--- config.mk ---
export PLATFORM = sky130hd
export DESIGN_NAME = ctrl_decode_pipe
export DESIGN_NICKNAME = d
export VERILOG_FILES = /design/src/rtl/ctrl_decode_pipe.sv
export SDC_FILE = /design/constraint.sdc
export NUM_CORES = 1
export LEC_CHECK = 0
export CORE_MARGIN = 2
export CORE_UTILIZATION = 50
export CTS_BUF_LIST = sky130_fd_sc_hd__clkbuf_16
export CTS_CLUSTER_SIZE = 40
export DETAILED_ROUTE_END_ITERATION = 16
export DONT_BUFFER_PORTS = 1
export PLACE_DENSITY = 0.72
export SLEW_MARGIN = 20
export SYNTH_ARGS = -nofsm -noshare
export SYNTH_HDL_FRONTEND = slang
export SYNTH_SLANG_ARGS = --single-unit
--- constraint.sdc ---
create_clock -name clock -period 3.3 [get_ports clock]
set_input_delay 0.66 -clock clock [delete_from_list [all_inputs] [get_ports clock]]
set_output_delay 0.66 -clock clock [all_outputs]
set_load 0.05 [all_outputs]
--- src/rtl/ctrl_decode_pipe.sv ---
// Registered instruction-decode/control stage with valid/ready handshake and mul/div sequencing.
// Optional macro CTRL_ILLEGAL_TRAP_EN: an accepted illegal encoding parks the stage in TRAP until reset.
module ctrl_decode_pipe #(
  parameter int unsigned INSN_W     = 32,
  parameter int unsigned DATA_W     = 32,
  parameter int unsigned REG_AW     = 5,
  parameter int unsigned MD_LATENCY = 32
) (
  input  logic              clock,
  input  logic              reset,
  input  logic              in_valid,
  output logic              in_ready,
  input  logic [INSN_W-1:0] insn,
  output logic              out_valid,
  input  logic              out_ready,
  output logic              DMwe,
  output logic              Rwe,
  output logic              Rwd,
  output logic              ALUinB,
  output logic [4:0]        ALUop,
  output logic [REG_AW-1:0] rd,
  output logic [REG_AW-1:0] rs,
  output logic [REG_AW-1:0] rt,
  output logic [4:0]        shamt,
  output logic [DATA_W-1:0] imm,
  output logic              md_start,
  output logic              md_sel,
  output logic              illegal
);

  localparam int unsigned CNT_W  = 8;
  localparam int unsigned FLD_W  = 5;
  localparam int unsigned IMM_W  = 17;

  localparam logic [FLD_W-1:0] OP_RTYPE = 5'b00000;
  localparam logic [FLD_W-1:0] OP_ADDI  = 5'b00101;
  localparam logic [FLD_W-1:0] OP_SW    = 5'b00111;
  localparam logic [FLD_W-1:0] OP_LW    = 5'b01000;
  localparam logic [FLD_W-1:0] FN_MUL   = 5'b00110;
  localparam logic [FLD_W-1:0] FN_DIV   = 5'b00111;
  localparam logic [FLD_W-1:0] FN_LAST  = 5'b00101;

`ifdef CTRL_ILLEGAL_TRAP_EN
  typedef enum logic [1:0] {S_IDLE = 2'd0, S_MD_WAIT = 2'd1, S_TRAP = 2'd2} state_t;
`else
  typedef enum logic [1:0] {S_IDLE = 2'd0, S_MD_WAIT = 2'd1} state_t;
`endif

  state_t            state_q, state_d;
  logic [CNT_W-1:0]  cnt_q, cnt_d;
  logic              out_valid_q, out_valid_d;
  logic              dm_we_q, dm_we_d;
  logic              r_we_q, r_we_d;
  logic              r_wd_q, r_wd_d;
  logic              alu_in_b_q, alu_in_b_d;
  logic [4:0]        alu_op_q, alu_op_d;
  logic [REG_AW-1:0] rd_q, rd_d;
  logic [REG_AW-1:0] rs_q, rs_d;
  logic [REG_AW-1:0] rt_q, rt_d;
  logic [4:0]        shamt_q, shamt_d;
  logic [DATA_W-1:0] imm_q, imm_d;
  logic              md_start_q, md_start_d;
  logic              md_sel_q, md_sel_d;
  logic              illegal_q, illegal_d;

  logic [FLD_W-1:0]  f_op, f_func;
  logic              dec_dm_we, dec_r_we, dec_r_wd, dec_alu_in_b, dec_illegal, dec_md;
  logic [4:0]        dec_alu_op;
  logic              ready_c, accept_c, handshake_c;
  logic              unused_insn_bits;

  assign f_op             = insn[31:27];
  assign f_func           = insn[6:2];
  assign unused_insn_bits = ^insn[1:0];

  // Opcode/func decode; anything not recognised becomes a flagged NOP.
  always_comb begin
    dec_dm_we    = 1'b0;
    dec_r_we     = 1'b0;
    dec_r_wd     = 1'b0;
    dec_alu_in_b = 1'b0;
    dec_alu_op   = 5'd0;
    dec_illegal  = 1'b0;
    dec_md       = 1'b0;
    case (f_op)
      OP_RTYPE: begin
        if (f_func <= FN_LAST) begin
          dec_r_we   = 1'b1;
          dec_alu_op = f_func;
        end else if ((f_func == FN_MUL) || (f_func == FN_DIV)) begin
          dec_md     = 1'b1;
          dec_r_we   = 1'b1;
          dec_alu_op = f_func;
        end else begin
          dec_illegal = 1'b1;
        end
      end
      OP_ADDI: begin
        dec_r_we     = 1'b1;
        dec_alu_in_b = 1'b1;
      end
      OP_SW: begin
        dec_dm_we    = 1'b1;
        dec_alu_in_b = 1'b1;
      end
      OP_LW: begin
        dec_r_we     = 1'b1;
        dec_r_wd     = 1'b1;
        dec_alu_in_b = 1'b1;
      end
      default: dec_illegal = 1'b1;
    endcase
  end

  // Reset gates ready so the stage never advertises intake while held in reset.
  assign ready_c     = !reset && (state_q == S_IDLE) && (!out_valid_q || out_ready);
  assign accept_c    = in_valid && ready_c;
  assign handshake_c = out_valid_q && out_ready;

  // Next-state and output-word logic.
  always_comb begin
    state_d     = state_q;
    cnt_d       = cnt_q;
    out_valid_d = out_valid_q;
    dm_we_d     = dm_we_q;
    r_we_d      = r_we_q;
    r_wd_d      = r_wd_q;
    alu_in_b_d  = alu_in_b_q;
    alu_op_d    = alu_op_q;
    rd_d        = rd_q;
    rs_d        = rs_q;
    rt_d        = rt_q;
    shamt_d     = shamt_q;
    imm_d       = imm_q;
    md_start_d  = 1'b0;
    md_sel_d    = md_sel_q;
    illegal_d   = illegal_q;

    if (handshake_c) begin
      out_valid_d = 1'b0;
    end

    case (state_q)
      S_IDLE: begin
        if (accept_c) begin
          rd_d       = REG_AW'(insn[26:22]);
          rs_d       = REG_AW'(insn[21:17]);
          rt_d       = REG_AW'(insn[16:12]);
          shamt_d    = insn[11:7];
          imm_d      = {{(DATA_W-IMM_W){insn[16]}}, insn[16:0]};
          dm_we_d    = dec_dm_we;
          r_we_d     = dec_r_we;
          r_wd_d     = dec_r_wd;
          alu_in_b_d = dec_alu_in_b;
          alu_op_d   = dec_alu_op;
          illegal_d  = dec_illegal;
          if (dec_md) begin
            // The word is parked in the output register, invisible until the wait ends.
            md_start_d = 1'b1;
            md_sel_d   = f_func[0];
            cnt_d      = CNT_W'(MD_LATENCY - 1);
            state_d    = S_MD_WAIT;
          end else begin
            out_valid_d = 1'b1;
`ifdef CTRL_ILLEGAL_TRAP_EN
            if (dec_illegal) begin
              state_d = S_TRAP;
            end
`endif
          end
        end
      end
      S_MD_WAIT: begin
        if (cnt_q == '0) begin
          out_valid_d = 1'b1;
          state_d     = S_IDLE;
        end else begin
          cnt_d = cnt_q - CNT_W'(1);
        end
      end
`ifdef CTRL_ILLEGAL_TRAP_EN
      S_TRAP: begin
        state_d = S_TRAP;
      end
`endif
      default: state_d = S_IDLE;
    endcase
  end

  always_ff @(posedge clock or posedge reset) begin
    if (reset) begin
      state_q     <= S_IDLE;
      cnt_q       <= '0;
      out_valid_q <= 1'b0;
      dm_we_q     <= 1'b0;
      r_we_q      <= 1'b0;
      r_wd_q      <= 1'b0;
      alu_in_b_q  <= 1'b0;
      alu_op_q    <= '0;
      rd_q        <= '0;
      rs_q        <= '0;
      rt_q        <= '0;
      shamt_q     <= '0;
      imm_q       <= '0;
      md_start_q  <= 1'b0;
      md_sel_q    <= 1'b0;
      illegal_q   <= 1'b0;
    end else begin
      state_q     <= state_d;
      cnt_q       <= cnt_d;
      out_valid_q <= out_valid_d;
      dm_we_q     <= dm_we_d;
      r_we_q      <= r_we_d;
      r_wd_q      <= r_wd_d;
      alu_in_b_q  <= alu_in_b_d;
      alu_op_q    <= alu_op_d;
      rd_q        <= rd_d;
      rs_q        <= rs_d;
      rt_q        <= rt_d;
      shamt_q     <= shamt_d;
      imm_q       <= imm_d;
      md_start_q  <= md_start_d;
      md_sel_q    <= md_sel_d;
      illegal_q   <= illegal_d;
    end
  end

  assign in_ready  = ready_c;
  assign out_valid = out_valid_q;
  assign DMwe      = dm_we_q;
  assign Rwe       = r_we_q;
  assign Rwd       = r_wd_q;
  assign ALUinB    = alu_in_b_q;
  assign ALUop     = alu_op_q;
  assign rd        = rd_q;
  assign rs        = rs_q;
  assign rt        = rt_q;
  assign shamt     = shamt_q;
  assign imm       = imm_q;
  assign md_start  = md_start_q;
  assign md_sel    = md_sel_q;
  assign illegal   = illegal_q;

endmodule

# Word level (Yosys, flattened, before mapping)
# Index checks and enable logic that the tools add are counted.
[word_totals] regBits=60 input_bits=36 output_inout_bits=66 word_cells=76
[classes] n_addsub=1 n_lt_le_gt_ge=1 n_eq_ne=10 n_mux=30 reduce_logical=18
[op_table] operator="$mux 8" n=3
[op_table] operator="$eq 5x3->1 const B" n=4
[op_table] operator="$mux 1" n=16
[op_table] operator="$pmux 8 s2" n=1
[op_table] operator="$mux 5" n=3
[op_table] operator="$logic_not 8->1" n=1
[op_table] operator="$ne 2x2->1 const B" n=4
[op_table] operator="$sub 8x1->8 const B" n=1
[op_table] operator="$mux 2" n=3
[op_table] operator="$pmux 1 s2" n=3
[op_table] operator="$reduce_and 3->1" n=2
[op_table] operator="$eq 5x4->1 const B" n=1
[op_table] operator="$le 5x3->1 const B" n=1
[op_table] operator="$logic_not 5->1" n=1
[op_table] operator="$logic_and 1x1->1" n=4
[op_table] operator="$pmux 2 s2" n=1
[op_table] operator="$reduce_and 4->1" n=1
[op_table] operator="$reduce_or 3->1" n=1
[op_table] operator="$eq 2x1->1 const B" n=1
[op_table] operator="$logic_not 1->1" n=2
[op_table] operator="$logic_not 2->1" n=1
[op_table] operator="$logic_or 1x1->1" n=2
[op_table] operator="$reduce_and 2->1" n=1
[op_table] operator="$reduce_bool 2->1" n=1
[op_table] operator="$reduce_or 2->1" n=1

# Longest topological paths before layout
# Gate-level depths: netlist of run 1.
[logic_depth] ltp_word=8 mapped_depth=7 mapped_depth_nobuf=6

# Worst setup path after synthesis of run 1
# OpenSTA, ideal clock, no wires.
[synth_timing] path_type="register -> output" startpoint="register out_valid_q, in the netlist out_valid" endpoint="output in_ready" arrival_ns=1.808 t_required_ns=2.640 slack_ns=0.832 path_stages_with_launch=3 path_buffers=0 path_cell_list="dfrtp_1 -> nor2b_4 -> nor3_1"
[synth_via] elab_chain_len=3
[synth_lines] element="start, declared" line_no="51" text="logic out_valid_q, out_valid_d;"
[synth_lines] element="start signal, assigned" line_no="211" text="out_valid_q <= out_valid_d;"
[synth_lines] element="$logic_not 1->1" line_no="116" text="assign ready_c = !reset && (state_q == S_IDLE) && (!out_valid_q || out_ready);"
[synth_lines] element="$logic_or 1x1->1" line_no="116"
[synth_lines] element="$logic_and 1x1->1" line_no="116"
[synth_lines] element="end, declared" line_no="12" text="output logic in_ready,"
# Every way passes these cells.

# Worst setup path in the final report of run 1
[layout_timing] startpoint="register out_valid_q, in the netlist out_valid" endpoint="register cnt_q[2]"
[layout_via] elab_chain_len=6
[layout_lines] element="$logic_not 1->1" line_no="116"
[layout_lines] element="$logic_or 1x1->1" line_no="116"
[layout_lines] element="$logic_and 1x1->1" line_no="116"
[layout_lines] element="$logic_and 1x1->1" line_no="117" text="assign accept_c = in_valid && ready_c;"
[layout_lines] element="$ne 2x2->1 (no source line)"
[layout_lines] element="$reduce_and 4->1 (no source line)"
[layout_lines] element="end signal, assigned" line_no="210" text="cnt_q <= cnt_d;"
[layout_lines] element="end, declared" line_no="50" text="logic [CNT_W-1:0] cnt_q, cnt_d;"
# Every way passes these cells.
# A chain may end at the register's enable or synchronous reset.

==> flow_summary.toml, run 1 <==
[clocking]
cts_tree = "done"
cts_buffers = 5
cts_resized = 0
cts-hold-fix-buffers = 0
cts_buffer_depth = 2
cts_setup_buffers = 0
clock_latency_ns = 0.29
numClockSinks = 49
clkTransAtPathRegs_ns = 0.06
root_buffer = "clkbuf_16"
htreeDepth = 2

[layout]
multiInputGateArea_sq_um = 803
final_nets = 262
fillers = 408
fin_util = 0.532
finalNonFillerCells = 278
final_common_cell = "nand2_1"
drive_above_1_share = 0.119
area_growth_pct = 2.31
antenna_cells = 0
final_cell_mix = "nand2_1, dfrtp_1, o21ai_0, a21oi_1, inv_1"
regArea_sq_um = 1230

[sta]
finalCritPeriodShare = 0.696
slew_headroom = 0.391
tightest_slew_ns = 0.913
skew_ns = 0.00656
drv_slew = 0
period_needed_ns = 2.30
hold_viol_final = 0
setup_viol = 0
rsz0062_at_grt = "false"
max_freq_ghz = 0.436
finalSetupTns_ns = 0

[grt]
grt_usage = 0.180
grt_max_degree = 50
grt_antenna_before_repair = 0
grt_overflow = 0
grt_pass1_vias = 1450
grt_pass1_wl_mm = 6.99

[critical_path]
required_ns = 3.51
cpPeakStageDelay_ns = 0.67
endpoint = "cnt_q[2]"
start_kind = "register"
end_kind = "register"
critical_path.top_delay_family = "simple AND/OR/NAND/NOR gates"
cp.arrival_ns = 2.51
crit_chain = "nor2b_4 > or4b_1 > buf_4 > o21ai_1 > a2bb2oi_1"
worst-path-stages = 5
r2r-end = "cnt_q[2]"
reg2reg_depth = 5
crit_slowest_cell = "or4b_1"
crit_type = "reg -> reg"
reg2reg_from = "out_valid"
r2r_setup_slack_ns = 1.00
startpoint = "out_valid"
critPathMaxFanout = 32
cp_num_buf_inv = 1

[routing]
dr.pass1.iters = 4
drtIter0Drc = 83
vias = 1537
drc = 0
via_per_inst = 5.53
drt_wl_total_mm = 4.39
wl_per_cell_um = 15.8
ant_nets = 0

[floorplan]
num_rows = 24
die_area_sq_um = 5110
die_w_um = 71.5
die_height_um = 71.5
ioPinCount = 102
core_sq_um = 4380
start_util = 0.520

[pwr]
ir_drop_uv = 319
internal_power_uw = 905
power.density_nw_per_um2 = 535
netSwitchingFraction = 0.275
power_frac_clock = 0.389
switchingPower_uw = 342
power_frac_seq = 0.561
p_leak_uw = 0.00117
p_comb_frac = 0.050

[outcome]
status = "finished clean"

[logic_synthesis]
syn_area_sq_um = 2280
synth-seq-cells = 49
ys_types = 40
synth_top_area_cell = "dfrtp_1"
avgSynthCellArea_sq_um = 9.26
seq_area_frac_synth = 0.538
syn-instance-count = 246
yosys_warnings = 0
syn_nets = 283
synthTopCellsByArea = "dfrtp_1, nand2_1, buf_4, o21ai_0, a21oi_1"
yosys.area.top_type_share = 0.538

[placement]
dp_cells = 270
gp_congestion = 0.827
port_buffers = 0
dp_hpwl_mm = 3.11

[flow_run]
drv_cap = 0

[worst_hold_path]
hp-class = "in -> async"
## sequential cells by signal, summed over array words and instances, names as in the netlist
name and count:
cnt_q 8, imm 8, ALUop 5, rd 5, rs 5, rt 5
shamt 4, ALUinB 1, DMwe 1, Rwd 1, Rwe 1, illegal 1
md_sel 1, md_start 1, out_valid 1, state_q 1
## cell families (layout without fill, tap and decap cells)
logic type               count (synthesis)  count (layout)  share of synthesized area
XOR/XNOR                                 2               2                    0.00769
flip-flops                              49              49                      0.538
AO/OA/AOI/OAI                           27              27                     0.0752
multiplexers                             2               2                    0.00988
AND/OR/NAND/NOR                        125             125                      0.252
buffers and inverters                   40              20                      0.112
adder cells (fa/ha/maj)                  1               1                    0.00549
## worst min-delay path by stage
stage                   from       end  slack [ns]  cells past startpoint
CTS                 insn[13]     rt[1]        0.47                      2
finish                 reset  cnt_q[5]        0.39                      1
detailed placement  cnt_q[1]  cnt_q[1]        0.57                      1
global route           reset  cnt_q[5]        0.46                      1
global placement    cnt_q[1]  cnt_q[1]        0.55                      1
floorplan           cnt_q[1]  cnt_q[1]        0.53                      1
## area by class of cell
cell class,count,area share
inverters,6,0.0102
flip-flops and latches,49,0.528
clock inverters,3,0.00805
multi-input cells,157,0.345
repair buffers,6,0.0279
clock buffers,5,0.0537
well taps,52,0.0279
## routing by layer
layer	track usage	wire length [um]	share of wire	up-vias
met1	0.215	1840	0.42	729
li1	-	-	-	735
met3	0.0591	394	0.090	9
met5	0	0	0	-
met4	0.103	95	0.022	0
met2	0.286	2060	0.47	64
## cell usage after synthesis
| library cell | count |
|---|---|
| a21oi_1 | 6 |
| dfrtp_1 | 49 |
| nor4_2 | 1 |
| a31oi_1 | 1 |
| a21oi_2 | 1 |
| nor2b_4 | 1 |
| buf_2 | 3 |
| nor3b_1 | 1 |
| ha_1 | 1 |
| buf_6 | 1 |
| nor3_1 | 5 |
| nor4b_1 | 1 |
| nor2_1 | 3 |
| a311oi_1 | 1 |
| clkbuf_1 | 5 |
| mux2_2 | 2 |
| or4b_1 | 1 |
| inv_1 | 6 |
| xnor2_1 | 2 |
| o21ai_0 | 9 |
| and3_1 | 2 |
| nand2b_1 | 2 |
| o21ai_2 | 2 |
| a22o_1 | 1 |
| and2_1 | 2 |
| nand3b_1 | 1 |
| buf_4 | 25 |
| o21bai_1 | 1 |
| or4_4 | 1 |
| or2_1 | 1 |
| nor4bb_1 | 1 |
| or2_2 | 1 |
| o21ai_1 | 1 |
| nand3_1 | 5 |
| o21a_1 | 1 |
| nand2_1 | 90 |
| nand4_1 | 2 |
| nor4_1 | 2 |
| or3b_2 | 2 |
| a2bb2oi_1 | 3 |
## power groups by stage
stage | combinational, uW | clock [uW] | sequential (uW)
after detailed placement | 63.8 | 0 | 712
after global placement | 62.5 | 0 | 712
final | 62.5 | 485 | 700
after floorplan | 85.0 | 0 | 693
after global routing | 69.0 | 525 | 702
after CTS | 63.9 | 500 | 701
## through the flow
stage	hold WS (ns)	power, uW	worst slack (ns)	area (sq um)
2_1_floorplan	0.527	778	0.832	2280
3_3_place_gp	0.552	774	1.07	2190
3_5_place_dp	0.567	776	0.977	2190
4_1_cts	0.469	1260	0.967	2330
5_1_grt	0.463	1300	0.896	2330
6_report	0.393	1250	1.00	2330
Note: power is estimated with default switching activity, not from simulation.
==> inputs of run 2 (changes only) <==
--- a/config.mk
+++ b/config.mk
@@ -11,7 +11,7 @@
 export CTS_CLUSTER_SIZE = 40
 export DETAILED_ROUTE_END_ITERATION = 16
 export DONT_BUFFER_PORTS = 1
-export PLACE_DENSITY = 0.72
+export PLACE_DENSITY = 0.75
 export SLEW_MARGIN = 20
 export SYNTH_ARGS = -nofsm -noshare
 export SYNTH_HDL_FRONTEND = slang
==> constraint.sdc (replaced) <==
create_clock -name clock -period 1.9 [get_ports clock]
set_input_delay 0.38 -clock clock [delete_from_list [all_inputs] [get_ports clock]]
set_output_delay 0.38 -clock clock [all_outputs]
set_load 0.05 [all_outputs]
==> run 2 against run 1 <==
Against the previous run:
- combinational power increased to 3.0 times the previous value
- critical path depth increased by 1
- sequential power increased by 66%
- design area increased by 6.9%
- utilization increased by 3.7 points
- non-clock buffer count increased by 18
- largest power group unchanged
- power increased by 77%
- register-to-register slack got worse by 0.90 ns
==> flow_summary.toml, run 2 (same netlist as run 1, synthesis figures left out) <==
[grt]
grt_usage = 0.185
grt_pass1_wl_mm = 7.34
grt_overflow = 0
grt_antenna_before_repair = 0
grt_max_degree = 28
grt_pass1_vias = 1582

[sta]
setup_viol = 0
drv_slew = 0
max_freq_ghz = 0.557
fin_ws_ns = 0.105
skew_ns = 0.00385
rsz0062_at_grt = "false"
finalCritPeriodShare = 0.945
slew_headroom = 0.591
finalSetupTns_ns = 0
hold_viol_final = 0
period_needed_ns = 1.79
tightest_slew_ns = 0.609

[floorplan]
core_sq_um = 4380
num_rows = 24
ioPinCount = 102
die_w_um = 71.5
start_util = 0.520
die_height_um = 71.5
die_area_sq_um = 5110

[clocking]
cts_tree = "done"
cts_buffer_depth = 2
clock_latency_ns = 0.29
htreeDepth = 2
cts_buffers = 5
root_buffer = "clkbuf_16"
numClockSinks = 49
clkTransAtPathRegs_ns = 0.07

[critical_path]
r2r-end = "cnt_q[0]"
reg2reg_from = "cnt_q[0]"
start_kind = "register"
r2r_setup_slack_ns = 0.11
required_ns = 2.07
reg2reg_depth = 6
crit_type = "reg -> reg"
cp.arrival_ns = 1.96
critPathMaxFanout = 4
end_kind = "register"

[routing]
dr.pass1.iters = 4
drc = 0
wl_per_cell_um = 15.1
drtIter0Drc = 130
vias = 1586
via_per_inst = 5.36
drt_wl_total_mm = 4.48
ant_nets = 0

[flow_run]
drv_cap = 0

[layout]
final_nets = 280
area_growth_pct = 9.39
final_cell_mix = "nand2_1, dfrtp_1, buf_4, o21ai_0, a21oi_1"
drive_above_1_share = 0.189
antenna_cells = 0
final_common_cell = "nand2_1"

[placement]
port_buffers = 0
gp_congestion = 0.880
pre_cts_slack_ns = 0.0863
dp_hpwl_mm = 3.31

[pwr]
internal_power_uw = 1600
power_frac_seq = 0.523
switchingPower_uw = 612
power_frac_clock = 0.391
netSwitchingFraction = 0.277
finalPower_uw = 2210
p_comb_frac = 0.085
ir_drop_uv = 484
p_leak_uw = 0.00126
power.density_nw_per_um2 = 886

[worst_hold_path]
hold_end = "shamt[1]"
hp-class = "in -> reg"
hold_path_depth = 2
worstHoldStart = "insn[8]"

[outcome]
status = "finished clean"
==> run 2: critical path: stages, from the launching register on <==
cell and delay [ns]:
dfrtp_1 0.38, inv_1 0.12, ha_4 0.16, or3b_2 0.48
o21ai_2 0.17, o21ai_2 0.10, mux2_2 0.27
==> run 2: power by group through the flow <==
| stage | combinational [uW] | sequential [uW] | clock [uW] |
|---|---|---|---|
| after floorplan | 148 | 1200 | 0 |
| after global placement | 186 | 1180 | 0 |
| after detailed placement | 189 | 1180 | 0 |
| after CTS | 191 | 1160 | 894 |
| after global routing | 203 | 1160 | 926 |
| final | 188 | 1160 | 864 |
==> run 2: layout make-up <==
class | instances | area, sq um
Fill cell | 371 | 1890
Sequential cell | 49 | 1230
Multi-Input combinational cell | 157 | 821
Timing Repair Buffer | 24 | 208
Clock buffer | 5 | 125
Tap cell | 52 | 65.1
Inverter | 6 | 22.5
Clock inverter | 3 | 21.3
==> run 2: per-stage QoR <==
| stage | instance area, sq um | instances | utilization | hold WS (ns) |
|---|---|---|---|---|
| after floorplan | 2280 | 246 | - | 0.485 |
| after global placement | 2320 | 287 | 0.530 | 0.298 |
| after detailed placement | 2320 | 287 | 0.530 | 0.299 |
| after CTS | 2480 | 296 | 0.566 | 0.188 |
| after global routing | 2490 | 296 | 0.568 | 0.192 |
| final | 2490 | 296 | 0.568 | 0.195 |
==> run 2: per-layer routing <==
metal | vias to the layer above | global-route usage | part of all wire
met4 | 0 | 0.0776 | 0.019
met1 | 736 | 0.230 | 0.42
met2 | 70 | 0.297 | 0.46
met3 | 9 | 0.0605 | 0.093
li1 | 771 | - | -
met5 | - | 0 | 0
==> run 2: worst max-delay path by stage <==
stage	endpoint	depth (start not counted)	slack, ns	start
2_1_floorplan	rt[4]	7	0.008	out_valid
3_3_place_gp	illegal	4	0.15	out_valid
3_5_place_dp	cnt_q[3]	6	0.09	cnt_q[0]
4_1_cts	cnt_q[0]	6	0.08	cnt_q[0]
5_1_grt	cnt_q[3]	6	0.02	cnt_q[0]
6_report	cnt_q[0]	6	0.11	cnt_q[0]
==> run 2: what timing repair did <==
item	4_1_cts	5_1_grt
setup endpoints to repair	0	2
hold buffers	1	0
hold endpoints to repair	20	0
buffers inserted	0	0
gates resized for setup	0	2
